$ cat src/rtl/spi_txn_ctrl_if.sv
// spi_txn_ctrl_if: bundles the command, write stream, read stream, status
// and byte-level SPI master signals of spi_txn_ctrl.
//
// Handshake rules: cmd_valid_i/cmd_ready_o and wr_valid_i/wr_ready_o are
// plain valid/ready pairs. A transfer happens on the rising clock edge where
// both are high. The sender must hold valid and its payload stable until
// that edge. The receiver's ready never depends on the sender's valid.
// rd_valid_o is a one-cycle strobe with no backpressure.
interface spi_txn_ctrl_if;
    logic       cmd_valid_i;
    logic       cmd_ready_o;
    logic       cmd_rw_i;
    logic [6:0] cmd_addr_i;
    logic [7:0] cmd_len_i;
    logic [7:0] wr_data_i;
    logic       wr_valid_i;
    logic       wr_ready_o;
    logic [7:0] rd_data_o;
    logic       rd_valid_o;
    logic       busy_o;
    logic       done_o;
    logic       err_o;
    logic       spi_en_o;
    logic [7:0] spi_mosi_data_o;
    logic [7:0] spi_miso_data_i;
    logic       spi_data_ready_i;
    logic       spi_cs_i;
    logic [1:0] dbg_state;

    // Sequencer side.
    modport slave (
        input  cmd_valid_i, cmd_rw_i, cmd_addr_i, cmd_len_i,
        input  wr_data_i, wr_valid_i,
        input  spi_miso_data_i, spi_data_ready_i, spi_cs_i,
        output cmd_ready_o, wr_ready_o, rd_data_o, rd_valid_o,
        output busy_o, done_o, err_o, spi_en_o, spi_mosi_data_o,
        output dbg_state
    );

    // Environment side: the command issuer plus the byte-level SPI master.
    modport master (
        output cmd_valid_i, cmd_rw_i, cmd_addr_i, cmd_len_i,
        output wr_data_i, wr_valid_i,
        output spi_miso_data_i, spi_data_ready_i, spi_cs_i,
        input  cmd_ready_o, wr_ready_o, rd_data_o, rd_valid_o,
        input  busy_o, done_o, err_o, spi_en_o, spi_mosi_data_o,
        input  dbg_state
    );
endinterface

$ cat src/rtl/spi_txn_ctrl.sv
// spi_txn_ctrl: register-access transaction sequencer in front of a
// byte-level SPI master. It sends the header {rw, addr} and then cmd_len
// data bytes, keeping the master enabled so that CS stays low throughout.
// Optional macro SPI_TXN_TIMEOUT_EN adds a watchdog of P_TIMEOUT cycles.
module spi_txn_ctrl #(
    parameter logic [7:0]  P_DUMMY_BYTE = 8'h00,
    parameter int unsigned P_TIMEOUT    = 4096
) (
    input logic           clk_i,
    input logic           rst_i,
    spi_txn_ctrl_if.slave bus
);
    localparam logic [1:0] S_IDLE    = 2'd0;
    localparam logic [1:0] S_XFER    = 2'd1;
    localparam logic [1:0] S_WAIT_CS = 2'd2;
    localparam logic [1:0] S_DONE    = 2'd3;

    logic [1:0] state;
    logic       rw_q;
    logic [7:0] len_q;
    logic [8:0] k_q;        // bytes completed in this transaction, header included
    logic [8:0] k_next;
    logic [8:0] len_ext;
    logic [7:0] fetched_q;  // write bytes accepted into the holding register
    logic [7:0] hold_q;
    logic       hold_full;
    logic       err_flag;
    logic       en_q;
    logic [7:0] mosi_q;
    logic [7:0] rd_data_q;
    logic       rd_valid_q;
    logic       wr_ready;
    logic       wr_fire;
`ifdef SPI_TXN_TIMEOUT_EN
    logic [31:0] tmo_cnt;
`endif

    assign k_next   = k_q + 9'd1;
    assign len_ext  = {1'b0, len_q};
    assign wr_ready = (state == S_XFER) && !rw_q && !hold_full && (fetched_q < len_q);
    assign wr_fire  = bus.wr_valid_i && wr_ready;

    assign bus.cmd_ready_o     = (state == S_IDLE);
    assign bus.busy_o          = (state != S_IDLE);
    assign bus.done_o          = (state == S_DONE);
    assign bus.err_o           = (state == S_DONE) && err_flag;
    assign bus.wr_ready_o      = wr_ready;
    assign bus.rd_data_o       = rd_data_q;
    assign bus.rd_valid_o      = rd_valid_q;
    assign bus.spi_en_o        = en_q;
    assign bus.spi_mosi_data_o = mosi_q;
    assign bus.dbg_state       = state;

    // Transaction FSM, write holding register and SPI master drive.
    always_ff @(posedge clk_i) begin
        if (rst_i) begin
            state      <= S_IDLE;
            rw_q       <= 1'b0;
            len_q      <= 8'd0;
            k_q        <= 9'd0;
            fetched_q  <= 8'd0;
            hold_q     <= 8'd0;
            hold_full  <= 1'b0;
            err_flag   <= 1'b0;
            en_q       <= 1'b0;
            mosi_q     <= 8'd0;
            rd_data_q  <= 8'd0;
            rd_valid_q <= 1'b0;
`ifdef SPI_TXN_TIMEOUT_EN
            tmo_cnt    <= 32'd0;
`endif
        end else begin
            rd_valid_q <= 1'b0;
            // Prefetch only runs in S_XFER while the register is empty, so it
            // never collides with the register being drained below.
            if (wr_fire) begin
                hold_q    <= bus.wr_data_i;
                hold_full <= 1'b1;
                fetched_q <= fetched_q + 8'd1;
            end
            case (state)
                S_IDLE: begin
                    if (bus.cmd_valid_i) begin
                        rw_q      <= bus.cmd_rw_i;
                        len_q     <= bus.cmd_len_i;
                        k_q       <= 9'd0;
                        fetched_q <= 8'd0;
                        hold_full <= 1'b0;
                        en_q      <= 1'b1;
                        mosi_q    <= {bus.cmd_rw_i, bus.cmd_addr_i};
                        state     <= S_XFER;
                    end
                end
                S_XFER: begin
                    if (bus.spi_data_ready_i) begin
                        k_q <= k_next;
                        // The header byte's receive data is never forwarded.
                        if (rw_q && (k_next >= 9'd2)) begin
                            rd_data_q  <= bus.spi_miso_data_i;
                            rd_valid_q <= 1'b1;
                        end
                        if (k_next <= len_ext) begin
                            if (rw_q) begin
                                mosi_q <= P_DUMMY_BYTE;
                            end else if (hold_full) begin
                                mosi_q    <= hold_q;
                                hold_full <= 1'b0;
                            end else begin
                                // Underrun: no write byte ready in time.
                                en_q     <= 1'b0;
                                err_flag <= 1'b1;
                                state    <= S_WAIT_CS;
                            end
                        end else begin
                            en_q  <= 1'b0;
                            state <= S_WAIT_CS;
                        end
                    end
                end
                S_WAIT_CS: begin
                    if (bus.spi_cs_i) begin
                        state <= S_DONE;
                    end
                end
                default: begin
                    err_flag  <= 1'b0;
                    hold_full <= 1'b0;
                    state     <= S_IDLE;
                end
            endcase
`ifdef SPI_TXN_TIMEOUT_EN
            // Watchdog: restarts on every byte completion and on state entry.
            if (state == S_IDLE) begin
                tmo_cnt <= 32'd0;
            end else if ((state == S_XFER) || (state == S_WAIT_CS)) begin
                if (bus.spi_data_ready_i) begin
                    tmo_cnt <= 32'd0;
                end else if (tmo_cnt == P_TIMEOUT - 1) begin
                    tmo_cnt  <= 32'd0;
                    en_q     <= 1'b0;
                    err_flag <= 1'b1;
                    state    <= S_DONE;
                end else begin
                    tmo_cnt <= tmo_cnt + 32'd1;
                end
            end
`endif
        end
    end
endmodule

$ cat src/flat_wrapper.sv
// flat-port wrapper written by rule: the top's interface ports become plain ports
module spi_txn_ctrl_flat 
#(
    parameter logic [7:0]  P_DUMMY_BYTE = 8'h00,
    parameter int unsigned P_TIMEOUT    = 4096
)
  (clk_i, rst_i, bus_cmd_valid_i, bus_cmd_rw_i, bus_cmd_addr_i, bus_cmd_len_i, bus_wr_data_i, bus_wr_valid_i, bus_spi_miso_data_i, bus_spi_data_ready_i, bus_spi_cs_i, bus_cmd_ready_o, bus_wr_ready_o, bus_rd_data_o, bus_rd_valid_o, bus_busy_o, bus_done_o, bus_err_o, bus_spi_en_o, bus_spi_mosi_data_o, bus_dbg_state);
  spi_txn_ctrl_if bus_i ();
  input logic clk_i;
  input logic rst_i;
  input wire logic [$bits(bus_i.cmd_valid_i)-1:0] bus_cmd_valid_i;
  input wire logic [$bits(bus_i.cmd_rw_i)-1:0] bus_cmd_rw_i;
  input wire logic [$bits(bus_i.cmd_addr_i)-1:0] bus_cmd_addr_i;
  input wire logic [$bits(bus_i.cmd_len_i)-1:0] bus_cmd_len_i;
  input wire logic [$bits(bus_i.wr_data_i)-1:0] bus_wr_data_i;
  input wire logic [$bits(bus_i.wr_valid_i)-1:0] bus_wr_valid_i;
  input wire logic [$bits(bus_i.spi_miso_data_i)-1:0] bus_spi_miso_data_i;
  input wire logic [$bits(bus_i.spi_data_ready_i)-1:0] bus_spi_data_ready_i;
  input wire logic [$bits(bus_i.spi_cs_i)-1:0] bus_spi_cs_i;
  output wire logic [$bits(bus_i.cmd_ready_o)-1:0] bus_cmd_ready_o;
  output wire logic [$bits(bus_i.wr_ready_o)-1:0] bus_wr_ready_o;
  output wire logic [$bits(bus_i.rd_data_o)-1:0] bus_rd_data_o;
  output wire logic [$bits(bus_i.rd_valid_o)-1:0] bus_rd_valid_o;
  output wire logic [$bits(bus_i.busy_o)-1:0] bus_busy_o;
  output wire logic [$bits(bus_i.done_o)-1:0] bus_done_o;
  output wire logic [$bits(bus_i.err_o)-1:0] bus_err_o;
  output wire logic [$bits(bus_i.spi_en_o)-1:0] bus_spi_en_o;
  output wire logic [$bits(bus_i.spi_mosi_data_o)-1:0] bus_spi_mosi_data_o;
  output wire logic [$bits(bus_i.dbg_state)-1:0] bus_dbg_state;
  assign bus_i.cmd_valid_i = bus_cmd_valid_i;
  assign bus_i.cmd_rw_i = bus_cmd_rw_i;
  assign bus_i.cmd_addr_i = bus_cmd_addr_i;
  assign bus_i.cmd_len_i = bus_cmd_len_i;
  assign bus_i.wr_data_i = bus_wr_data_i;
  assign bus_i.wr_valid_i = bus_wr_valid_i;
  assign bus_i.spi_miso_data_i = bus_spi_miso_data_i;
  assign bus_i.spi_data_ready_i = bus_spi_data_ready_i;
  assign bus_i.spi_cs_i = bus_spi_cs_i;
  assign bus_cmd_ready_o = bus_i.cmd_ready_o;
  assign bus_wr_ready_o = bus_i.wr_ready_o;
  assign bus_rd_data_o = bus_i.rd_data_o;
  assign bus_rd_valid_o = bus_i.rd_valid_o;
  assign bus_busy_o = bus_i.busy_o;
  assign bus_done_o = bus_i.done_o;
  assign bus_err_o = bus_i.err_o;
  assign bus_spi_en_o = bus_i.spi_en_o;
  assign bus_spi_mosi_data_o = bus_i.spi_mosi_data_o;
  assign bus_dbg_state = bus_i.dbg_state;
  spi_txn_ctrl #(.P_DUMMY_BYTE(P_DUMMY_BYTE), .P_TIMEOUT(P_TIMEOUT)) u_core (.clk_i(clk_i), .rst_i(rst_i), .bus(bus_i));
endmodule
$ cat config.mk
export PLATFORM = sky130hd
export DESIGN_NAME = spi_txn_ctrl_flat
export DESIGN_NICKNAME = d
export VERILOG_FILES = /design/src/rtl/spi_txn_ctrl_if.sv /design/src/rtl/spi_txn_ctrl.sv /design/src/flat_wrapper.sv
export SDC_FILE = /design/constraint.sdc
export NUM_CORES = 1
export LEC_CHECK = 0
export ABC_AREA = 1
export BUFFER_PORTS_ARGS = -buffer_cell sky130_fd_sc_hd__buf_2
export CAP_MARGIN = 20
export CORE_UTILIZATION = 50
export DETAILED_ROUTE_END_ITERATION = 8
export PLACE_DENSITY_LB_ADDON = 0.2
export REMOVE_ABC_BUFFERS = 1
export SLEW_MARGIN = 20
export SYNTH_ARGS = -nofsm -noshare
export SYNTH_HDL_FRONTEND = slang
export SYNTH_SLANG_ARGS = --single-unit
$ cat constraint.sdc
create_clock -name clk_i -period 2.5 [get_ports clk_i]
set_input_delay 0.5 -clock clk_i [delete_from_list [all_inputs] [get_ports clk_i]]
set_output_delay 0.5 -clock clk_i [all_outputs]
set_load 0.05 [all_outputs]
* Yosys cells after proc, flatten, opt, wreduce, memory -nomap -nowiden
Index checks and enable logic that the tools add are counted.
** Word-level totals
- Input bits :: 38
- Output and inout bits :: 25
- Logic and storage cells :: 90
- Register bits after elaboration :: 56
** Operators by class
- Magnitude comparators :: 3
- Multiplexer cells :: 38
- Bitwise gates (word level) :: 3
- Reduce and logical (&&, ||, !) cells :: 20
- Add/sub/neg operators :: 2
- Equality and inequality tests :: 12
** Operators by type and width (number)
- 2-to-1 mux 8 bit :: 8
- AND reduction 5 bit :: 4
- 2-to-1 mux 9 bit :: 2
- one-hot mux 9 bit (2 select lines) :: 1
- 2-to-1 mux 1 bit :: 16
- one-hot mux 8 bit (2 select lines) :: 1
- 2-to-1 mux 2 bit :: 6
- inequality test 2 bit (second input constant) :: 6
- adder 9 x 1 -> 9 bit (second input constant) :: 1
- greater-or-equal comparator 9 x 2 -> 1 bit (second input constant) :: 1
- <= comparator 9 x 8 -> 1 bit :: 1
- adder 8 x 1 -> 8 bit (second input constant) :: 1
- < comparator 8 bit :: 1
- logical AND 1 bit :: 6
- inequality test 3 bit (second input constant) :: 2
- one-hot mux 2 bit (3 select lines) :: 1
- AND reduction 3 bit :: 2
- == test 2 bit (second input constant) :: 2
- one-hot mux 1 bit (2 select lines) :: 2
- nonzero test 2 bit :: 2
- inequality test 3 x 1 -> 1 bit (second input constant) :: 1
- inverter 1 bit :: 3
- one-hot mux 1 bit (3 select lines) :: 1
- OR reduction 3 bit :: 1
- 5 further kinds :: 6

* Logic depth before layout (Yosys ltp)
- Word-level depth :: 11
- Mapped depth :: 18
- Mapped depth without buffers :: 18

* Worst setup path after synthesis
Ideal clock, no wire load.
- Kind :: reg-to-reg
- Start :: register u_core.state[0], in the netlist u_core.bus.dbg_state[0]
- End :: register u_core.mosi_q[6], in the netlist u_core.bus.spi_mosi_data_o[6]
- Data arrival time :: 2.724 ns
- Path slack :: -0.339 ns
- Setup time :: 0.115 ns
- Clock period less this slack :: 2.839 ns
- Buffers on the path :: 1
- Stages on the path, launching flop included :: 12
- Data required time :: 2.385 ns
- Cells stage by stage :: dfxtp_1 > inv_1 > ha_1 > inv_1 > o22ai_2 > a21oi_2 > inv_2 > nor2_4 > buf_4 > nand3b_2 > nand2_1 > nor2_2
** On the way
- Cells in the longest elaborated chain, start to end :: 3
- Elaborated cells on any way between the ends :: 9
- Classes of those cells :: 5 x eq/ne; 1 x mux; 3 x reduce/logical
** Ends and longest elaborated chain
- start: declaration :: RTL line spi_txn_ctrl.sv:18 : logic [1:0] state;
- start signal: assignment :: RTL line spi_txn_ctrl.sv:57 : state <= S_IDLE;
- start signal: assignment :: RTL line spi_txn_ctrl.sv:91 : state <= S_XFER;
- start signal: assignment :: RTL line spi_txn_ctrl.sv:112 : state <= S_WAIT_CS;
- zero test 2 bit *
- net bus_cmd_ready_o :: RTL line flat_wrapper.sv:20 : output wire logic [$bits(bus_i.cmd_ready_o)-1:0] bus_cmd_ready_o;
- inequality test 2 bit (no line) or nonzero test 2 bit (tied branches)
- AND reduction 5 bit (no line)
- end signal: assignment :: RTL line spi_txn_ctrl.sv:90 : mosi_q <= {bus.cmd_rw_i, bus.cmd_addr_i};
- end signal: assignment :: RTL line spi_txn_ctrl.sv:106 : mosi_q <= hold_q;
- end: declaration :: RTL line spi_txn_ctrl.sv:29 : logic [7:0] mosi_q;
The timed path passes the listed nets; every way through them passes the cells marked *.
A chain may end at the register's enable or synchronous reset.

* Worst setup path after layout
- Start :: register u_core.k_q[0]
- End :: register u_core.state[0], in the netlist u_core.bus.dbg_state[0]
** On the way
- Cells in the longest elaborated chain, start to end :: 5
- Elaborated cells on any way between the ends :: 8
- Classes of those cells :: 1 x add/sub; 1 x order compare; 2 x eq/ne; 3 x mux; 1 x reduce/logical
** Ends and longest elaborated chain
- start: declaration :: RTL line spi_txn_ctrl.sv:21 : logic [8:0] k_q;
- start signal: assignment :: RTL line spi_txn_ctrl.sv:96 : k_q <= k_next;
- adder 9 x 1 -> 9 bit * :: RTL line spi_txn_ctrl.sv:38 : assign k_next = k_q + 9'd1;
- <= comparator 9 x 8 -> 1 bit * :: RTL line spi_txn_ctrl.sv:102 : if (k_next <= len_ext) begin
- 2-to-1 mux 2 bit :: RTL line spi_txn_ctrl.sv:102
- 2-to-1 mux 2 bit :: RTL line spi_txn_ctrl.sv:95 : if (bus.spi_data_ready_i) begin
- one-hot mux 2 bit (3 select lines) :: RTL line spi_txn_ctrl.sv:81 : case (state)
- end signal: assignment :: RTL line spi_txn_ctrl.sv:91
- end signal: assignment :: RTL line spi_txn_ctrl.sv:112
- end signal: assignment :: RTL line spi_txn_ctrl.sv:116 : state <= S_WAIT_CS;
Every way passes the cells marked *; elsewhere a longest branch is shown, timed or not. The select of a mux whose other input is x is not followed.

==> results.cfg <==
[synth]
ys_types = 35
synthCells = 428
yosys_warnings = 0
yosysSeqAreaShare_pct = 36.0
syn_avg_cell_area_sq_um = 7.28
synthArstFlopShare_pct = 0
syn_area_sq_um = 3120
synth_edf_count = 0
synth-main-ff-cell = dfxtp_1
ys_ff_latch = 56

[pwr]
seqPwrFrac_pct = 30.1
p_per_area_nw_per_um2 = 1080
worst_ir_drop_vdd_mv = 0.661
pwr-share-comb_pct = 56.7
netSwitchingPower_mw = 1.98
pwr-share-clk_pct = 13.2
intPower_mw = 2.02
swShare_pct = 49.4
p_leak_nw = 1.76

[final_layout]
final_common_cell = nand2_1
layout_common_cells = nand2_1 (81), buf_2 (61), inv_1 (59), dfxtp_1 (53), a21oi_1 (48)
n_antenna_cell = 0
synthToLayoutAreaGrowth_pct = 19.4
fin_cells = 573
layout.nets = 557
drive_gt1_share_pct = 24.9

[grt]
antenna_found_initial = 0
globalRouteTotalUtil_pct = 21.2
grt_pass1_wl_um = 10900
grt_pass1_vias = 2605
grt_max_degree = 29
grt_overflow = 0

[worst_setup_path]
cp_max_fo = 6
crit_type = flip-flop to flip-flop
cpPeakStageDelay_ns = 0.38
cp.arrival_ns = 2.59
required_ns = 2.75
critPathTopFamily = simple AND/OR/NAND/NOR gates
cp-end-kind = flip-flop
slowest_stage = dfxtp_2
worst-path-buf-inv = 2
critPathLaunchType = flip-flop
path_cells = ha_4, nand3_4, nor2_4, xor2_2, inv_1, ha_1, nand2_1, inv_1, nand4_1, or2_4, nand2_2, nand2_4, nand3_1, nand2_1, nor2_1

[floorplan]
core.rowCount = 28
die_h_um = 81.0
boundaryPins = 63
die_w_um = 81.0
core_sq_um = 5960
dieArea_sq_um = 6550
initial_utilization_pct = 52.3

[place]
place.gp.congestion = 0.788
place_inst = 563
port_buffers = 62
post-dp-hpwl_um = 4900

[sta]
timing.final.crit_share_pct = 93.3
final_max_slew_viol_count = 0
worst_pin_slew_ns = 0.474
fmax_mhz = 429
fin_setup_tns_ns = 0
setup_viol = 0
slew-limit-headroom_pct = 68.3
holdWs_ns = 0.453
finalHoldViolations = 0
min_period_ns = 2.33
skew_ns = 0.00942

[drt]
wirelength_um = 6940
drtAntennaViolNets = 0
via_per_inst = 5.06
drtIter0Drc = 125
drc = 0
drtPass1Iterations = 4
wl_per_cell_um = 12.1
num_vias = 2899

[run]
cap_violations = 0

[clocking]
path_clk_slew_ns = 0.10
cts-buffers-inserted = 5
clk_path_buf_depth = 2
cts_setup_buffers = 0
postCtsHoldBufs = 0
cts_tree = built
postCtsResizedCells = 0
insertion_delay_ns = 0.31
htreeDepth = 2
cts.sinks = 56
clockRootBuffer = clkbuf_8

[hold_path]
hold_class = flip-flop to flip-flop

[outcome]
status = complete, no violations
==> power by group through the flow <==
| stage | logic, mW | registers, mW | clock network [mW] |
|---|---|---|---|
| floorplan | 1.33 | 1.53 | 0 |
| global placement | 2.12 | 1.21 | 0 |
| detailed placement | 2.17 | 1.22 | 0 |
| CTS | 2.18 | 1.20 | 0.538 |
| global route | 2.52 | 1.22 | 0.572 |
| finish | 2.27 | 1.20 | 0.528 |
==> worst reg2reg max path: stages, from the launching register on <==
cell and delay, ns:
dfxtp_2 0.38, ha_4 0.17, nand3_4 0.10, nor2_4 0.17, xor2_2 0.17, inv_1 0.07
ha_1 0.29, nand2_1 0.05, inv_1 0.06, nand4_1 0.09, or2_4 0.28, nand2_2 0.11
nand2_4 0.08, nand3_1 0.09, nand2_1 0.06, nor2_1 0.09
==> sequential cells by signal, indices dropped and copies added, names as in the netlist, 2 cells and up <==
name / cells
u_core.bus.spi_mosi_data_o: 8
u_core.bus.rd_data_o: 8
u_core.fetched_q: 8
u_core.hold_q: 8
u_core.len_q: 8
u_core.k_q: 9
u_core.bus.dbg_state: 2
==> cell families (layout without fill, tap and decap cells) <==
family,Yosys count,after routing,share of synthesized area (%)
buf+inv,75,143,9.96
flops,56,56,36.0
xor+xnor,7,7,1.97
fa+ha+maj,22,22,8.83
simple gates,172,174,26.2
compound gates,96,96,17.1
==> per-layer routing <==
metal,vias to the layer above,wire length [um],global-route usage (%)
li1,1515,-,-
met1,1326,3240,25.3
met5,-,0,0
met4,0,108,6.25
met3,11,270,4.38
met2,47,3320,38.0
==> synth_stat cells, types with 2 or more instances <==
| cell | instances | area share (%) |
|---|---|---|
| nand2_1 | 82 | 9.9 |
| inv_1 | 59 | 7.1 |
| dfxtp_1 | 56 | 36 |
| a21oi_1 | 50 | 8.0 |
| nor2_1 | 41 | 4.9 |
| o21ai_0 | 32 | 5.1 |
| ha_1 | 22 | 8.8 |
| nand3_1 | 17 | 2.7 |
| a21oi_2 | 9 | 2.5 |
| clkbuf_1 | 9 | 1.1 |
| nand3b_1 | 8 | 1.9 |
| nand2_2 | 5 | 1.0 |
| xor2_1 | 5 | 1.4 |
| nor3_1 | 4 | 0.64 |
| inv_2 | 3 | 0.36 |
| nand4_1 | 3 | 0.60 |
| nand3_2 | 2 | 0.64 |
| nor2_2 | 2 | 0.40 |
| nor2_4 | 2 | 0.72 |
| xnor2_1 | 2 | 0.56 |
==> metrics by stage <==
step                      instance area (sq um)  utilization [%]  worst slack (ns)  total power, mW
after floorplan                            3040                -            -0.354             2.86
after global placement                     3530             59.2             0.143             3.33
after detailed placement                   3530             59.2            0.0485             3.38
after CTS                                  3620             60.8            0.0253             3.92
after global routing                       3720             62.5           -0.0220             4.31
final                                      3720             62.5             0.166             4.00
==> layout make-up <==
cell class,count,area (sq um)
Sequential cell,56,1120
Multi-Input combinational cell,299,1780
Clock inverter,1,7.51
Tap cell,75,93.8
Clock buffer,7,86.3
Fill cell,577,2230
Timing Repair Buffer,73,399
Inverter,62,233
==> final timing paths <==
check | startpoint | end | slack, ns | cells after the start
max | u_core.k_q[0] | u_core.bus.dbg_state[0] | 0.17 | 15
min | u_core.hold_q[3] | u_core.hold_q[3] | 0.45 | 2
max reg2reg | u_core.k_q[0] | u_core.bus.dbg_state[0] | 0.17 | 15
min reg2reg | u_core.hold_q[3] | u_core.hold_q[3] | 0.45 | 2
No activity file was read; power rests on OpenSTA's default activity.
